<file path="src/rtl/gpu_pkg.sv">
// Shared definitions for the frame sequencer: CSR word map, control/status
// bit positions and the tile sequencer state encoding.
package gpu_pkg;

   // CSR word addresses
   localparam logic [3:0] CSR_CONTROL     = 4'd0;
   localparam logic [3:0] CSR_STATUS      = 4'd1;
   localparam logic [3:0] CSR_PIXEL_BASE  = 4'd2;
   localparam logic [3:0] CSR_VOXEL_BUF   = 4'd3;
   localparam logic [3:0] CSR_VOXEL_COUNT = 4'd4;
   localparam logic [3:0] CSR_PALETTE_BUF = 4'd5;
   localparam logic [3:0] CSR_PALETTE_LEN = 4'd6;
   localparam logic [3:0] CSR_TILE_INDEX  = 4'd7;
   localparam logic [3:0] CSR_FRAME_COUNT = 4'd8;

   // CONTROL register bits
   localparam int CTRL_START_BIT  = 0;
   localparam int CTRL_IRQ_EN_BIT = 1;

   // STATUS register bits
   localparam int STAT_BUSY_BIT = 0;
   localparam int STAT_DONE_BIT = 1;

   typedef enum logic [2:0] {
      SEQ_IDLE    = 3'd0,
      SEQ_SETUP   = 3'd1,
      SEQ_LAUNCH  = 3'd2,
      SEQ_WAIT    = 3'd3,
      SEQ_ACK     = 3'd4,
      SEQ_ADVANCE = 3'd5,
      SEQ_FINISH  = 3'd6
   } seq_state_e;

endpackage

</file>
<file path="src/rtl/gpu_frame_sequencer_if.sv">
// Host CSR bus between the host and the frame sequencer.
//
// Handshake: s_write and s_read are single-cycle strobes qualified by
// s_address; there is no waitrequest, so every access completes in the cycle
// it is presented. s_readdata is registered and is valid on the cycle after
// the s_read strobe, holding its value until the next read.
interface gpu_frame_sequencer_if;
   logic [3:0]  s_address;
   logic        s_write;
   logic [31:0] s_writedata;
   logic        s_read;
   logic [31:0] s_readdata;

   modport master (
      output s_address, s_write, s_writedata, s_read,
      input  s_readdata
   );

   modport slave (
      input  s_address, s_write, s_writedata, s_read,
      output s_readdata
   );
endinterface

</file>
<file path="src/rtl/gpu_csr_slave.sv">
// CSR register file for the frame sequencer: frame configuration, IRQ enable,
// DONE flag, frame counter and the registered read mux. Configuration writes
// are dropped while a frame is in flight so the controller sees stable values.
module gpu_csr_slave
   import gpu_pkg::*;
(
   input  logic        clock,
   input  logic        reset,
   gpu_frame_sequencer_if.slave bus,
   input  logic        busy_i,
   input  logic        finish_i,
   input  logic [31:0] tile_index_i,
   output logic        start_o,
   output logic        irq_en_o,
   output logic        done_o,
   output logic [31:0] pixel_base_o,
   output logic [31:0] voxel_buf_o,
   output logic [31:0] voxel_count_o,
   output logic [31:0] palette_buf_o,
   output logic [31:0] palette_len_o
);

   logic        irq_en_q, irq_en_d;
   logic        done_q, done_d;
   logic [31:0] pixel_base_q, pixel_base_d;
   logic [31:0] voxel_buf_q, voxel_buf_d;
   logic [31:0] voxel_count_q, voxel_count_d;
   logic [31:0] palette_buf_q, palette_buf_d;
   logic [31:0] palette_len_q, palette_len_d;
   logic [31:0] frame_count_q, frame_count_d;
   logic [31:0] readdata_q, readdata_d;
   logic [31:0] read_mux;
   logic        cfg_wr;

   // START is only honoured while idle; it is a strobe, never stored.
   assign start_o = bus.s_write && (bus.s_address == CSR_CONTROL)
                    && bus.s_writedata[CTRL_START_BIT] && !busy_i;
   assign cfg_wr  = bus.s_write && !busy_i;

   // Next-state for all CSR registers; DONE set by frame finish has priority.
   always_comb begin
      irq_en_d      = irq_en_q;
      done_d        = done_q;
      pixel_base_d  = pixel_base_q;
      voxel_buf_d   = voxel_buf_q;
      voxel_count_d = voxel_count_q;
      palette_buf_d = palette_buf_q;
      palette_len_d = palette_len_q;
      frame_count_d = frame_count_q;

      if (bus.s_write && (bus.s_address == CSR_CONTROL))
         irq_en_d = bus.s_writedata[CTRL_IRQ_EN_BIT];
      if (bus.s_write && (bus.s_address == CSR_STATUS) && bus.s_writedata[STAT_DONE_BIT])
         done_d = 1'b0;
      if (start_o)
         done_d = 1'b0;
      if (cfg_wr) begin
         case (bus.s_address)
            CSR_PIXEL_BASE:  pixel_base_d  = bus.s_writedata;
            CSR_VOXEL_BUF:   voxel_buf_d   = bus.s_writedata;
            CSR_VOXEL_COUNT: voxel_count_d = bus.s_writedata;
            CSR_PALETTE_BUF: palette_buf_d = bus.s_writedata;
            CSR_PALETTE_LEN: palette_len_d = bus.s_writedata;
            default: ;
         endcase
      end
      if (finish_i) begin
         done_d        = 1'b1;
         frame_count_d = frame_count_q + 32'd1;
      end
   end

   // Read mux; unmapped addresses return zero.
   always_comb begin
      read_mux = 32'd0;
      case (bus.s_address)
         CSR_CONTROL:     read_mux[CTRL_IRQ_EN_BIT] = irq_en_q;
         CSR_STATUS: begin
            read_mux[STAT_BUSY_BIT] = busy_i;
            read_mux[STAT_DONE_BIT] = done_q;
         end
         CSR_PIXEL_BASE:  read_mux = pixel_base_q;
         CSR_VOXEL_BUF:   read_mux = voxel_buf_q;
         CSR_VOXEL_COUNT: read_mux = voxel_count_q;
         CSR_PALETTE_BUF: read_mux = palette_buf_q;
         CSR_PALETTE_LEN: read_mux = palette_len_q;
         CSR_TILE_INDEX:  read_mux = tile_index_i;
         CSR_FRAME_COUNT: read_mux = frame_count_q;
         default:         read_mux = 32'd0;
      endcase
      readdata_d = bus.s_read ? read_mux : readdata_q;
   end

   // CSR state registers with asynchronous clear.
   always_ff @(posedge clock or posedge reset) begin
      if (reset) begin
         irq_en_q      <= 1'b0;
         done_q        <= 1'b0;
         pixel_base_q  <= 32'd0;
         voxel_buf_q   <= 32'd0;
         voxel_count_q <= 32'd0;
         palette_buf_q <= 32'd0;
         palette_len_q <= 32'd0;
         frame_count_q <= 32'd0;
         readdata_q    <= 32'd0;
      end else begin
         irq_en_q      <= irq_en_d;
         done_q        <= done_d;
         pixel_base_q  <= pixel_base_d;
         voxel_buf_q   <= voxel_buf_d;
         voxel_count_q <= voxel_count_d;
         palette_buf_q <= palette_buf_d;
         palette_len_q <= palette_len_d;
         frame_count_q <= frame_count_d;
         readdata_q    <= readdata_d;
      end
   end

   assign bus.s_readdata = readdata_q;
   assign irq_en_o       = irq_en_q;
   assign done_o         = done_q;
   assign pixel_base_o   = pixel_base_q;
   assign voxel_buf_o    = voxel_buf_q;
   assign voxel_count_o  = voxel_count_q;
   assign palette_buf_o  = palette_buf_q;
   assign palette_len_o  = palette_len_q;

endmodule

</file>
<file path="src/rtl/gpu_frame_sequencer.sv">
// Frame sequencer: walks the tile grid of a frame, launching gpu_controller
// once per tile and waiting for its tile-done interrupt before advancing.
// The pixel buffer address is an accumulator stepped by one tile per advance.
module gpu_frame_sequencer
   import gpu_pkg::*;
#(
   parameter int MY_ROWS    = 4,
   parameter int MY_COLS    = 4,
   parameter int TOTAL_ROWS = 240,
   parameter int TOTAL_COLS = 320,
   parameter int PIXEL_BITS = 16,
   parameter int TILE_BYTES = MY_ROWS * MY_COLS
) (
   input  logic                  clock,
   input  logic                  reset,
   gpu_frame_sequencer_if.slave  csr,
   output logic                  host_irq,
   output logic [PIXEL_BITS-1:0] start_row,
   output logic [PIXEL_BITS-1:0] start_col,
   output logic [31:0]           pixel_buffer,
   output logic [31:0]           voxel_buffer,
   output logic [31:0]           voxel_count,
   output logic [31:0]           palette_buffer,
   output logic [31:0]           palette_length,
   output logic                  do_render,
   output logic                  clear_interrupt,
   input  logic                  ctrl_irq,
   output seq_state_e            state_o
);

   localparam logic [PIXEL_BITS-1:0] ROW_STEP = PIXEL_BITS'(MY_ROWS);
   localparam logic [PIXEL_BITS-1:0] COL_STEP = PIXEL_BITS'(MY_COLS);
   localparam logic [PIXEL_BITS-1:0] COL_END  = PIXEL_BITS'(TOTAL_COLS);
   localparam logic [PIXEL_BITS-1:0] LAST_ROW = PIXEL_BITS'(TOTAL_ROWS - MY_ROWS);
   localparam logic [PIXEL_BITS-1:0] LAST_COL = PIXEL_BITS'(TOTAL_COLS - MY_COLS);
   localparam logic [31:0]           PIX_STEP = 32'(TILE_BYTES);

   seq_state_e            state_q, state_d;
   logic [PIXEL_BITS-1:0] tile_row_q, tile_row_d;
   logic [PIXEL_BITS-1:0] tile_col_q, tile_col_d;
   logic [31:0]           pix_addr_q, pix_addr_d;
   logic [31:0]           tile_index_q, tile_index_d;

   logic        busy;
   logic        start;
   logic        finish;
   logic        irq_en;
   logic        done;
   logic [31:0] pixel_base;
   logic        last_tile;

   assign busy      = (state_q != SEQ_IDLE);
   assign last_tile = (tile_row_q == LAST_ROW) && (tile_col_q == LAST_COL);

   gpu_csr_slave u_csr (
      .clock         (clock),
      .reset         (reset),
      .bus           (csr),
      .busy_i        (busy),
      .finish_i      (finish),
      .tile_index_i  (tile_index_q),
      .start_o       (start),
      .irq_en_o      (irq_en),
      .done_o        (done),
      .pixel_base_o  (pixel_base),
      .voxel_buf_o   (voxel_buffer),
      .voxel_count_o (voxel_count),
      .palette_buf_o (palette_buffer),
      .palette_len_o (palette_length)
   );

   // Tile sequencing: next state, tile counters and one-cycle strobes.
   always_comb begin
      state_d         = state_q;
      tile_row_d      = tile_row_q;
      tile_col_d      = tile_col_q;
      pix_addr_d      = pix_addr_q;
      tile_index_d    = tile_index_q;
      do_render       = 1'b0;
      clear_interrupt = 1'b0;
      finish          = 1'b0;

      case (state_q)
         SEQ_IDLE: begin
            if (start) begin
               state_d      = SEQ_SETUP;
               tile_row_d   = '0;
               tile_col_d   = '0;
               tile_index_d = 32'd0;
               pix_addr_d   = pixel_base;
            end
         end
         SEQ_SETUP: state_d = SEQ_LAUNCH;
         SEQ_LAUNCH: begin
            do_render = 1'b1;
            state_d   = SEQ_WAIT;
         end
         SEQ_WAIT: begin
            if (ctrl_irq) state_d = SEQ_ACK;
         end
         SEQ_ACK: begin
            clear_interrupt = 1'b1;
            state_d         = last_tile ? SEQ_FINISH : SEQ_ADVANCE;
         end
         SEQ_ADVANCE: begin
            // Wrap to the next tile row when the column reaches the frame edge.
            if ((tile_col_q + COL_STEP) == COL_END) begin
               tile_col_d = '0;
               tile_row_d = tile_row_q + ROW_STEP;
            end else begin
               tile_col_d = tile_col_q + COL_STEP;
            end
            pix_addr_d   = pix_addr_q + PIX_STEP;
            tile_index_d = tile_index_q + 32'd1;
            state_d      = SEQ_LAUNCH;
         end
         SEQ_FINISH: begin
            finish  = 1'b1;
            state_d = SEQ_IDLE;
         end
         default: state_d = SEQ_IDLE;
      endcase
   end

   // Sequencer state and tile counters; reset aborts any frame in flight.
   always_ff @(posedge clock or posedge reset) begin
      if (reset) begin
         state_q      <= SEQ_IDLE;
         tile_row_q   <= '0;
         tile_col_q   <= '0;
         pix_addr_q   <= 32'd0;
         tile_index_q <= 32'd0;
      end else begin
         state_q      <= state_d;
         tile_row_q   <= tile_row_d;
         tile_col_q   <= tile_col_d;
         pix_addr_q   <= pix_addr_d;
         tile_index_q <= tile_index_d;
      end
   end

   assign host_irq     = done & irq_en;
   assign start_row    = tile_row_q;
   assign start_col    = tile_col_q;
   assign pixel_buffer = pix_addr_q;
   assign state_o      = state_q;

endmodule

</file>
<file path="src/flat_wrapper.sv">
// flat-port wrapper written by rule: the top's interface ports become plain ports
module gpu_frame_sequencer_flat import gpu_pkg::*;
#(
   parameter int MY_ROWS    = 4,
   parameter int MY_COLS    = 4,
   parameter int TOTAL_ROWS = 240,
   parameter int TOTAL_COLS = 320,
   parameter int PIXEL_BITS = 16,
   parameter int TILE_BYTES = MY_ROWS * MY_COLS
)
  (clock, reset, host_irq, start_row, start_col, pixel_buffer, voxel_buffer, voxel_count, palette_buffer, palette_length, do_render, clear_interrupt, ctrl_irq, state_o, csr_s_address, csr_s_write, csr_s_writedata, csr_s_read, csr_s_readdata);
  gpu_frame_sequencer_if csr_i ();
  input  logic clock;
  input  logic reset;
  output logic host_irq;
  output logic [PIXEL_BITS-1:0] start_row;
  output logic [PIXEL_BITS-1:0] start_col;
  output logic [31:0] pixel_buffer;
  output logic [31:0] voxel_buffer;
  output logic [31:0] voxel_count;
  output logic [31:0] palette_buffer;
  output logic [31:0] palette_length;
  output logic do_render;
  output logic clear_interrupt;
  input  logic ctrl_irq;
  output seq_state_e state_o;
  input wire logic [$bits(csr_i.s_address)-1:0] csr_s_address;
  input wire logic [$bits(csr_i.s_write)-1:0] csr_s_write;
  input wire logic [$bits(csr_i.s_writedata)-1:0] csr_s_writedata;
  input wire logic [$bits(csr_i.s_read)-1:0] csr_s_read;
  output wire logic [$bits(csr_i.s_readdata)-1:0] csr_s_readdata;
  assign csr_i.s_address = csr_s_address;
  assign csr_i.s_write = csr_s_write;
  assign csr_i.s_writedata = csr_s_writedata;
  assign csr_i.s_read = csr_s_read;
  assign csr_s_readdata = csr_i.s_readdata;
  gpu_frame_sequencer #(.MY_ROWS(MY_ROWS), .MY_COLS(MY_COLS), .TOTAL_ROWS(TOTAL_ROWS), .TOTAL_COLS(TOTAL_COLS), .PIXEL_BITS(PIXEL_BITS), .TILE_BYTES(TILE_BYTES)) u_core (.clock(clock), .reset(reset), .csr(csr_i), .host_irq(host_irq), .start_row(start_row), .start_col(start_col), .pixel_buffer(pixel_buffer), .voxel_buffer(voxel_buffer), .voxel_count(voxel_count), .palette_buffer(palette_buffer), .palette_length(palette_length), .do_render(do_render), .clear_interrupt(clear_interrupt), .ctrl_irq(ctrl_irq), .state_o(state_o));
endmodule
</file>
<file path="config.mk">
export PLATFORM = sky130hd
export DESIGN_NAME = gpu_frame_sequencer_flat
export DESIGN_NICKNAME = d
export VERILOG_FILES = /design/src/rtl/gpu_pkg.sv /design/src/rtl/gpu_frame_sequencer_if.sv /design/src/rtl/gpu_csr_slave.sv /design/src/rtl/gpu_frame_sequencer.sv /design/src/flat_wrapper.sv
export SDC_FILE = /design/constraint.sdc
export NUM_CORES = 1
export LEC_CHECK = 0
export ABC_AREA = 1
export ABC_CLOCK_PERIOD_IN_PS = 27600
export CAP_MARGIN = 5
export CORE_ASPECT_RATIO = 1.25
export CORE_MARGIN = 2
export CORE_UTILIZATION = 30
export DETAILED_ROUTE_END_ITERATION = 16
export HOLD_SLACK_MARGIN = 0.1
export SLEW_MARGIN = 20
export SYNTH_ARGS = -nofsm -noshare
export SYNTH_HDL_FRONTEND = slang
export SYNTH_SLANG_ARGS = --single-unit
</file>
<file path="constraint.sdc">
create_clock -name clock -period 27.6 [get_ports clock]
set_clock_uncertainty 0.05 [all_clocks]
set_input_delay 5.52 -clock clock [delete_from_list [all_inputs] [get_ports clock]]
set_output_delay 5.52 -clock clock [all_outputs]
set_load 0.01 [all_outputs]
</file>
# Word level (Yosys, flattened, before mapping)
# Index checks and enable logic that the tools add are counted.
# W data, S select, Z words.
# totals
ff_bits	325
input_bits	41
output_inout_bits	230
wordCells	84
# op_classes
add_sub_neg	5
n_eq_ne	20
mux	22
bitwise_logic	1
n_reduce_logical	22
# op_table
operator	n
$pmux W30 S7	1
$pmux W32 S2	2
$add A32 B1 Y32 const B	2
$mux W32	2
$pmux W16 S2	2
$mux W16	3
$add A16 B3 Y16 const B	2
$add A32 B5 Y32 const B	1
$eq A16 B9 Y1 const B	2
$eq A16 B8 Y1 const B	1
$eq A4 B3 Y1 const B	4
$pmux W3 S5	1
$reduce_and A2 Y1	7
$eq A3 B3 Y1 const B	3
$pmux W1 S9	1
$eq A4 B2 Y1 const B	2
$pmux W1 S8	1
$logic_and A1 B1 Y1	7
$eq A3 B2 Y1 const B	2
$mux W1	6
$mux W3	2
$reduce_bool A3 Y1	2
$eq A4 B1 Y1 const B	1
$eq A4 B4 Y1 const B	1
11 further kinds	12

# Depth between registers and ports, before layout
# Gate-level depths: netlist of run 1.
# logic_depth
word_depth	6
depth_mapped	14
mapped_depth_nobuf	14

# Modules after synthesis
# Synthesis of run 1 repeated with hierarchy kept, for this count alone.
# hier_totals
cells_unflattened	2206
hier_area_um2	16449.5
# modules_own_cells
mod	n_inst	cells_each	area_each_um2	seq_area_each_um2
gpu_csr_slave	1	1407	10764.1	5655.4
gpu_frame_sequencer	1	799	5685.5	2377.3

# Worst setup path before layout of run 1
# No wires, ideal clock.
# synth_timing
path_type	input to register
from	input port csr_s_address[2]
to	register u_core.pix_addr_q[17], in the netlist u_core.pixel_buffer[17]
setup_time_ns	0.139
t_arrival_ns	6.683
required_ns	27.411
slack_ns	20.729
stages	8
path_buffers	2
path_cell_list	nor2_1 nand2_1 nor2_2 nand3_2 nand2_1 buf_2 buf_2 o221ai_1
# synth_between
elab_chain_len	6
# synth_lines
element	line_no	rtl
start, declared	flat_wrapper.sv:27	input wire logic [$bits(csr_i.s_address)-1:0] csr_s_address;
$logic_not A4 Y1	gpu_csr_slave.sv:36	assign start_o = bus.s_write && (bus.s_address == CSR_CONTROL)
$logic_and A1 B1 Y1	gpu_csr_slave.sv:36	
$logic_and A1 B1 Y1 (2 in a row)	gpu_csr_slave.sv:37	&& bus.s_writedata[CTRL_START_BIT] && !busy_i;
$ne A2 B1 Y1 (no source line)	-	
$reduce_and A2 Y1 (no source line)	-	
end signal, assigned	gpu_frame_sequencer.sv:137	pix_addr_q <= pix_addr_d;
end, declared	gpu_frame_sequencer.sv:41	logic [31:0] pix_addr_q, pix_addr_d;
# Every way passes these cells.
# A chain may end at the register's enable or synchronous reset.

# Final worst setup path of run 1
# layout_timing
from	input port csr_s_address[3]
to	register u_core.pix_addr_q[30], in the netlist u_core.pixel_buffer[30]
# Same word-level chain as after synthesis.

==> implementation parameters, run 1 <==
Parameter                              Value

Clock network
  Clock-pin slew on the worst setup and hold paths ... 0.06 ns
  Hold-fix buffers at CTS ... 0
  CTS root buffer ... sky130_fd_sc_hd__clkbuf_16
  H-tree levels ... 2
  CTS resizes ... 0
  Clock latency at the later pin of the worst-skew pair ... 0.55 ns
  Total setup buffers inserted after CTS ... 0
  Total clock sinks ... 321
  CTS tree ... done
  Inserted Clock Buffers ... 37
  CTS max path bufs ... 3

Floorplan
  Area of the die ... 55310 um2
  Number of top-level design ports ... 271
  Die Width ... 210.7 um
  Standard-cell row count ... 94
  Core Box Area ... 52690 um2
  Initial core utilization ... 0.3042
  Die extent in y ... 262.4 um

Timing
  Least setup slack across all paths after layout ... 19.20 ns
  Number of failing hold endpoints at the final stage ... 0
  Total setup violations reported at the end of the flow ... 0
  Highest Clock Rate ... 0.1191 GHz
  Share of the clock period used by the worst path ... 0.3042
  Hold Worst Slack ... 0.4469 ns
  RSZ-0062 raised after global routing ... no
  Max_slew headroom ... 0.3094
  Slew at the pin closest to its max-slew limit ... 1.033 ns
  Post-Route Setup TNS ... 0 ns
  Fin crit period ... 8.397 ns
  Count of final max-slew check failures ... 0

Critical path
  Worst flop-to-flop path endpoint ... u_core.pixel_buffer[30]$_DFFE_PP0P_
  Arrival time at the worst endpoint ... 8.79 ns
  Cell class contributing the biggest share of worst-path delay ... buffers and inverters
  Number of cells on the critical path ... 13
  Crit path buffers/inverters ... 5
  Capture point of the worst path ... u_core.pixel_buffer[30]$_DFFE_PP0P_
  Largest driver fanout on the critical path ... 54
  Kind of launch point of the worst setup path ... input port
  Type of element capturing the critical path ... flip-flop
  Setup slack on the worst flop-to-flop path ... 24.41 ns
  Worst Reg2Reg Path Length in Cells ... 12
  Class of the most critical setup path ... in -> reg
  Crit path top cell by count ... sky130_fd_sc_hd__nand2_1
  Beginning of the critical path ... csr_s_address[3]
  Cell breakdown of the critical path ... clkdlybuf4s50_1, nor2_1, nand2_1, nor2_2, nand3_2, buf_4, nand2_1, buf_4, inv_1, nand2_1, o21ai_0, inv_1, nand2_1
  Crit-path max cell delay ... 0.45 ns
  Critical path required time ... 28.00 ns
  Standard cell with the maximum stage delay on the critical path ... sky130_fd_sc_hd__clkdlybuf4s50_1
  Critical R2R Launch ... u_core.state_o[1]$_DFFE_PP0P_

Drt
  Number of vias per cell ... 5.161
  Post-route DRC ... 0
  Drt first pass iters ... 5
  Average wire per cell in the routed design ... 20.99 um
  Vias ... 14.57k
  Final routed wirelength across all metal layers ... 59260 um
  Antenna Violating Nets Remaining ... 0
  Detailed Route Iter0 Violations ... 1276

Synth
  Count of mapped cells out of synthesis ... 1878
  Synth area leaders ... sky130_fd_sc_hd__dfrtp_1 50%, sky130_fd_sc_hd__nand2_1 9.7%, sky130_fd_sc_hd__inv_1 6.6%, sky130_fd_sc_hd__o21ai_0 6.4%, sky130_fd_sc_hd__mux2_2 3.5%
  Leading cell type by number of instances after synthesis ... sky130_fd_sc_hd__nand2_1
  Synth Register Bits ... 321
  Number of warnings issued by yosys ... 0
  Dominant synthesized flop cell ... sky130_fd_sc_hd__dfrtp_1
  Mean Syn Cell Area ... 8.535 um2
  Post-synth EDFFs ... 0
  Count of distinct cell types in the synthesized netlist ... 50
  Cell taking the most area after synthesis ... sky130_fd_sc_hd__dfrtp_1
  Sequential fraction of the synthesis area ... 0.5011
  Leading post-synthesis cells by instance count ... 413 x sky130_fd_sc_hd__nand2_1, 321 x sky130_fd_sc_hd__dfrtp_1, 281 x sky130_fd_sc_hd__inv_1, 205 x sky130_fd_sc_hd__o21ai_0, 90 x sky130_fd_sc_hd__nor2_1
  Fraction of synthesized cell area taken by the top area cell type ... 0.5011
  Cell area after technology mapping ... 16030 um2
  Share of synthesized registers carrying an async set or reset ... 1.000

Placement
  Post-place setup slack ... 18.58 ns
  Total placed cells including tap cells ... 2761
  Total half-perimeter wirelength after legalization and detailed placement ... 43460 um
  Placer congestion estimate ... 0.9180
  Count of input and output buffers ... 266
  Cell Area, Placed ... 19350 um2

Job
  Count of maximum capacitance violations ... 0

Hold path
  Type of the tightest min-delay check ... reg -> reg

Power
  Largest voltage drop on the vdd net ... 0.05234 mV
  Power density relative to cell area ... 103.3 nW/um2
  Leak Pwr ... 9.103 nW

Cells and area
  Area growth from synthesis to layout ... 28.17%
  Count of inserted antenna diode cells ... 0
  Ratio of cells with drive above 1 in the final layout ... 0.08601
  Layout Cells excl Fill ... 2823
  Design Area, Final ... 20540 um2
  Final net count ... 2177

Global route
  Remaining global-route overflow ... 0
  Number of global-route vias before repair ... 14.59k
  Global routing usage summed across all routing layers ... 0.2118
  First-pass GRT wire length ... 89910 um
  Antenna violations before repair ... 0
  Pin count of the biggest net entering global routing ... 141

Status
  Run status ... finished, final reports clean
-- cells in the final DEF, fill, tap and decap left out, types with 10 or more instances in the layout --
cell                              netlist  routed
sky130_fd_sc_hd__inv_1                281     280
sky130_fd_sc_hd__nand2_1              413     411
sky130_fd_sc_hd__o21ai_0              205     205
sky130_fd_sc_hd__nand3_1               60      60
sky130_fd_sc_hd__nand4_1               39      39
sky130_fd_sc_hd__buf_4                  6      14
sky130_fd_sc_hd__nand2_2               12      14
sky130_fd_sc_hd__xor2_1                48      48
sky130_fd_sc_hd__o22ai_1               45      45
sky130_fd_sc_hd__clkdlybuf4s50_1        0     265
sky130_fd_sc_hd__nor2_1                90      89
sky130_fd_sc_hd__nor2_4                 9      14
sky130_fd_sc_hd__o2111ai_1             10      10
sky130_fd_sc_hd__o221ai_1              37      37
sky130_fd_sc_hd__mux2_2                50      50
sky130_fd_sc_hd__clkbuf_16              0      38
sky130_fd_sc_hd__nor4_1                12      12
sky130_fd_sc_hd__dfrtp_1              321     321
sky130_fd_sc_hd__nor3_1                35      35
sky130_fd_sc_hd__a21oi_1               27      27
sky130_fd_sc_hd__o31ai_1               21      21
-- sequential cells by signal (all words and copies together) (netlist names), 32 cells and up --
name / cells
u_core.pixel_buffer: 32
u_core.tile_index_q: 32
u_core.u_csr.bus.s_readdata: 32
u_core.u_csr.frame_count_q: 32
u_core.u_csr.palette_buf_o: 32
u_core.u_csr.palette_len_o: 32
u_core.u_csr.pixel_base_o: 32
u_core.u_csr.voxel_buf_o: 32
u_core.u_csr.voxel_count_o: 32
-- cell families after synthesis --
family,share of synthesized area
and+or+nand+nor,0.1941
AOI/OAI and AO/OA,0.1385
buffers and inverters,0.08953
DFF,0.5011
muxes,0.04207
xor gates and xnor gates,0.02896
adders and majority gates,0.005464
other,0.0002339
-- stage by stage --
stage	power (W)	util
global placement	0.001627	0.3672
global route	0.002242	0.3899
CTS	0.002135	0.3893
detailed placement	0.001639	0.3672
finish	0.002122	0.3899
floorplan	0.001153	-
-- metal layers --
layer  global-route usage  part of all wire
met5                    0                 0
met4              0.08679             0.039
met2               0.3485              0.47
met3              0.03215             0.065
met1               0.2779              0.42
-- where the power goes --
part           switching [W]  internal [W]  total (W)  leakage, nW
combinational       0.000413      0.000376   0.000788         4.64
sequential          0.000194      0.000653   0.000847         3.90
clock               0.000205      0.000282   0.000487        0.566
total               0.000811       0.00131    0.00212         9.10
-- worst min path at each step --
| stage | slack, ns | to | cells past startpoint | start |
|---|---|---|---|---|
| detailed placement | 0.43 | u_core.u_csr.frame_count_q[30]$_DFFE_PP0P_ | 2 | u_core.u_csr.frame_count_q[30]$_DFFE_PP0P_ |
| global placement | 0.42 | u_core.u_csr.frame_count_q[30]$_DFFE_PP0P_ | 2 | u_core.u_csr.frame_count_q[30]$_DFFE_PP0P_ |
| floorplan | 0.40 | u_core.u_csr.frame_count_q[30]$_DFFE_PP0P_ | 2 | u_core.u_csr.frame_count_q[30]$_DFFE_PP0P_ |
| CTS | 0.45 | u_core.u_csr.frame_count_q[30]$_DFFE_PP0P_ | 2 | u_core.u_csr.frame_count_q[30]$_DFFE_PP0P_ |
| finish | 0.45 | u_core.pixel_buffer[2]$_DFFE_PP0P_ | 2 | u_core.pixel_buffer[2]$_DFFE_PP0P_ |
| global route | 0.48 | u_core.pixel_buffer[0]$_DFFE_PP0P_ | 2 | u_core.pixel_buffer[0]$_DFFE_PP0P_ |
-- area by class of cell --
| type | count | area [um2] |
|---|---|---|
| multi-input cells | 1196 | 6605 |
| inverters | 291 | 1100 |
| fillers | 5280 | 32150 |
| flip-flops and latches | 321 | 8033 |
| repair buffers | 282 | 2801 |
| clock buffers | 50 | 1036 |
| well taps | 672 | 840.8 |
| clock inverters | 11 | 128.9 |
-- worst min-delay path, cell delays in order (launching register included) --
cell                      delay [ns]
sky130_fd_sc_hd__dfrtp_1        0.35
sky130_fd_sc_hd__nand2_1        0.05
sky130_fd_sc_hd__o21ai_0        0.06
(Power assumes the default switching activity.)
==> run 2, diff against run 1 <==
--- a/config.mk
+++ b/config.mk
@@ -6,7 +6,7 @@
 export NUM_CORES = 1
 export LEC_CHECK = 0
 export ABC_AREA = 1
-export ABC_CLOCK_PERIOD_IN_PS = 27600
+export ABC_CLOCK_PERIOD_IN_PS = 7500
 export CAP_MARGIN = 5
 export CORE_ASPECT_RATIO = 1.25
 export CORE_MARGIN = 2
==> constraint.sdc (replaced) <==
create_clock -name clock -period 7.5 [get_ports clock]
set_clock_uncertainty 0.05 [all_clocks]
set_input_delay 1.5 -clock clock [delete_from_list [all_inputs] [get_ports clock]]
set_output_delay 1.5 -clock clock [all_outputs]
set_load 0.01 [all_outputs]
==> implementation parameters, run 2 (same netlist as run 1, synthesis figures left out) <==
Parameter                              Value

Status
  Run status ... finished, final reports clean

Cells and area
  Final net count ... 2174
  Design Area, Final ... 20630 um2
  Most frequent standard cell in the layout excluding fill and tap cells ... sky130_fd_sc_hd__nand2_1
  Ratio of cells with drive above 1 in the final layout ... 0.08597
  Count of inserted antenna diode cells ... 0
  Layout Cells excl Fill ... 2824
  Area growth from synthesis to layout ... 28.69%
  Final-layout fill cell count ... 5223
  Commonest cells after routing, fill and taps aside ... 412 x sky130_fd_sc_hd__nand2_1, 321 x sky130_fd_sc_hd__dfrtp_1, 280 x sky130_fd_sc_hd__inv_1

Placement
  Total placed cells including tap cells ... 2760
  Cell Area, Placed ... 19380 um2
  Total half-perimeter wirelength after legalization and detailed placement ... 43050 um
  Post-place setup slack ... 3.300 ns
  Count of input and output buffers ... 266
  Placer congestion estimate ... 0.8893

Global route
  Pin count of the biggest net entering global routing ... 186
  Number of global-route vias before repair ... 14.57k
  Global routing usage summed across all routing layers ... 0.2105
  First-pass GRT wire length ... 89270 um
  Antenna violations before repair ... 0
  Remaining global-route overflow ... 0

Clock network
  Clock-pin slew on the worst setup and hold paths ... 0.06 ns
  H-tree levels ... 2
  Clock latency at the later pin of the worst-skew pair ... 0.56 ns
  Total clock sinks ... 321
  Hold-fix buffers at CTS ... 0
  CTS tree ... done
  Inserted Clock Buffers ... 36
  CTS max path bufs ... 3
  Total setup buffers inserted after CTS ... 0
  CTS resizes ... 0
  CTS root buffer ... sky130_fd_sc_hd__clkbuf_16

Critical path
  Crit path top cell by count ... sky130_fd_sc_hd__nand2_1
  Critical path required time ... 7.89 ns
  Standard cell with the maximum stage delay on the critical path ... sky130_fd_sc_hd__clkdlybuf4s50_1
  Cell breakdown of the critical path ... clkdlybuf4s50_1, nor2_1, nand2_1, nor2_2, nand3_2, nand2_1, buf_4, inv_1, nand2_1, o21ai_0, inv_1, nand2_1
  Kind of launch point of the worst setup path ... input port
  Largest driver fanout on the critical path ... 38
  Crit-path max cell delay ... 0.44 ns
  Class of the most critical setup path ... in -> reg
  Cell class contributing the biggest share of worst-path delay ... buffers and inverters
  Crit path buffers/inverters ... 4
  Arrival time at the worst endpoint ... 4.07 ns
  Type of element capturing the critical path ... flip-flop

Timing
  Max_slew headroom ... 0.1952
  RSZ-0062 raised after global routing ... no
  Share of the clock period used by the worst path ... 0.4909
  Total setup violations reported at the end of the flow ... 0
  Count of final max-slew check failures ... 0
  Fin crit period ... 3.682 ns
  Highest Clock Rate ... 0.2716 GHz
  Slew at the pin closest to its max-slew limit ... 1.207 ns
  Least setup slack across all paths after layout ... 3.818 ns
  Post-Route Setup TNS ... 0 ns
  Number of failing hold endpoints at the final stage ... 0

Floorplan
  Standard-cell row count ... 94
  Die extent in y ... 262.4 um
  Number of top-level design ports ... 271
  Area of the die ... 55310 um2
  Core Box Area ... 52690 um2
  Initial core utilization ... 0.3042
  Die Width ... 210.7 um

Drt
  Post-route DRC ... 0
  Number of vias per cell ... 5.161
  Average wire per cell in the routed design ... 20.81 um
  Drt first pass iters ... 5
  Final routed wirelength across all metal layers ... 58770 um
  Detailed Route Iter0 Violations ... 1608
  Vias ... 14.57k
  Antenna Violating Nets Remaining ... 0

Job
  Count of maximum capacitance violations ... 0

Power
  Leak Pwr ... 9.138 nW
  Power density relative to cell area ... 384.1 nW/um2
  Largest voltage drop on the vdd net ... 0.1704 mV

Hold path
  Type of the tightest min-delay check ... reg -> reg
## run 2: cell count changes in the layout (fill, tap and decap cells not counted), sizes merged
| cell | change |
|---|---|
| buf | -2 |
| bufinv | +3 |
| clkbuf | +2 |
| clkinv | -2 |
## run 2: per-stage QoR
step | utilization | total power (W) | hold slack (ns)
floorplan | - | 0.004243 | 0.3989
global placement | 0.3673 | 0.005985 | 0.4185
detailed placement | 0.3678 | 0.006034 | 0.4252
CTS | 0.3915 | 0.007971 | 0.4402
global route | 0.3915 | 0.008365 | 0.4888
finish | 0.3915 | 0.007923 | 0.4407
## run 2: worst paths after layout
| path | start | end | slack (ns) | cells past startpoint |
|---|---|---|---|---|
| setup reg to reg | u_core.state_o[1]$_DFFE_PP0P_ | u_core.u_csr.voxel_count_o[17]$_DFFE_PP0P_ | 4.64 | 7 |
| max in group asynchronous | reset | u_core.u_csr.bus.s_readdata[20]$_DFFE_PP0P_ | 4.55 | 3 |
| hold / removal | u_core.u_csr.frame_count_q[30]$_DFFE_PP0P_ | u_core.u_csr.frame_count_q[30]$_DFFE_PP0P_ | 0.44 | 2 |
| min in group asynchronous | reset | u_core.pixel_buffer[14]$_DFFE_PP0P_ | 1.33 | 2 |
| setup / recovery | csr_s_address[2] | u_core.pixel_buffer[30]$_DFFE_PP0P_ | 3.82 | 12 |
| hold reg to reg | u_core.u_csr.frame_count_q[30]$_DFFE_PP0P_ | u_core.u_csr.frame_count_q[30]$_DFFE_PP0P_ | 0.44 | 2 |
## run 2: metal layers
| layer | wire length (um) | global-route usage |
|---|---|---|
| met5 | 0 | 0 |
| met3 | 3456 | 0.02964 |
| met2 | 28040 | 0.3472 |
| met1 | 25040 | 0.2765 |
| met4 | 2231 | 0.08793 |
## run 2: area by class of cell
cell class	count	area, um2	area share
Tap cell	672	840.8	0.04076
Timing Repair Buffer	280	2808	0.1361
Inverter	291	1096	0.05314
Sequential cell	321	8033	0.3894
Multi-Input combinational cell	1196	6603	0.3201
Clock buffer	52	1052	0.05101
Clock inverter	12	195.2	0.009463
## run 2: worst reg2reg max path, delay by kind of cell, from the launching register on
family                 cells  cell delay, ns
buffers and inverters      2            0.47
AND/OR/NAND/NOR            4            1.40
flip-flops                 1            0.45
multiplexers               1            0.36
## run 2: power breakdown
| group | switching [W] | internal (W) | total [W] |
|---|---|---|---|
| combinational | 0.00154 | 0.00138 | 0.00292 |
| sequential | 0.000698 | 0.00240 | 0.00310 |
| clock | 0.000750 | 0.00115 | 0.00190 |
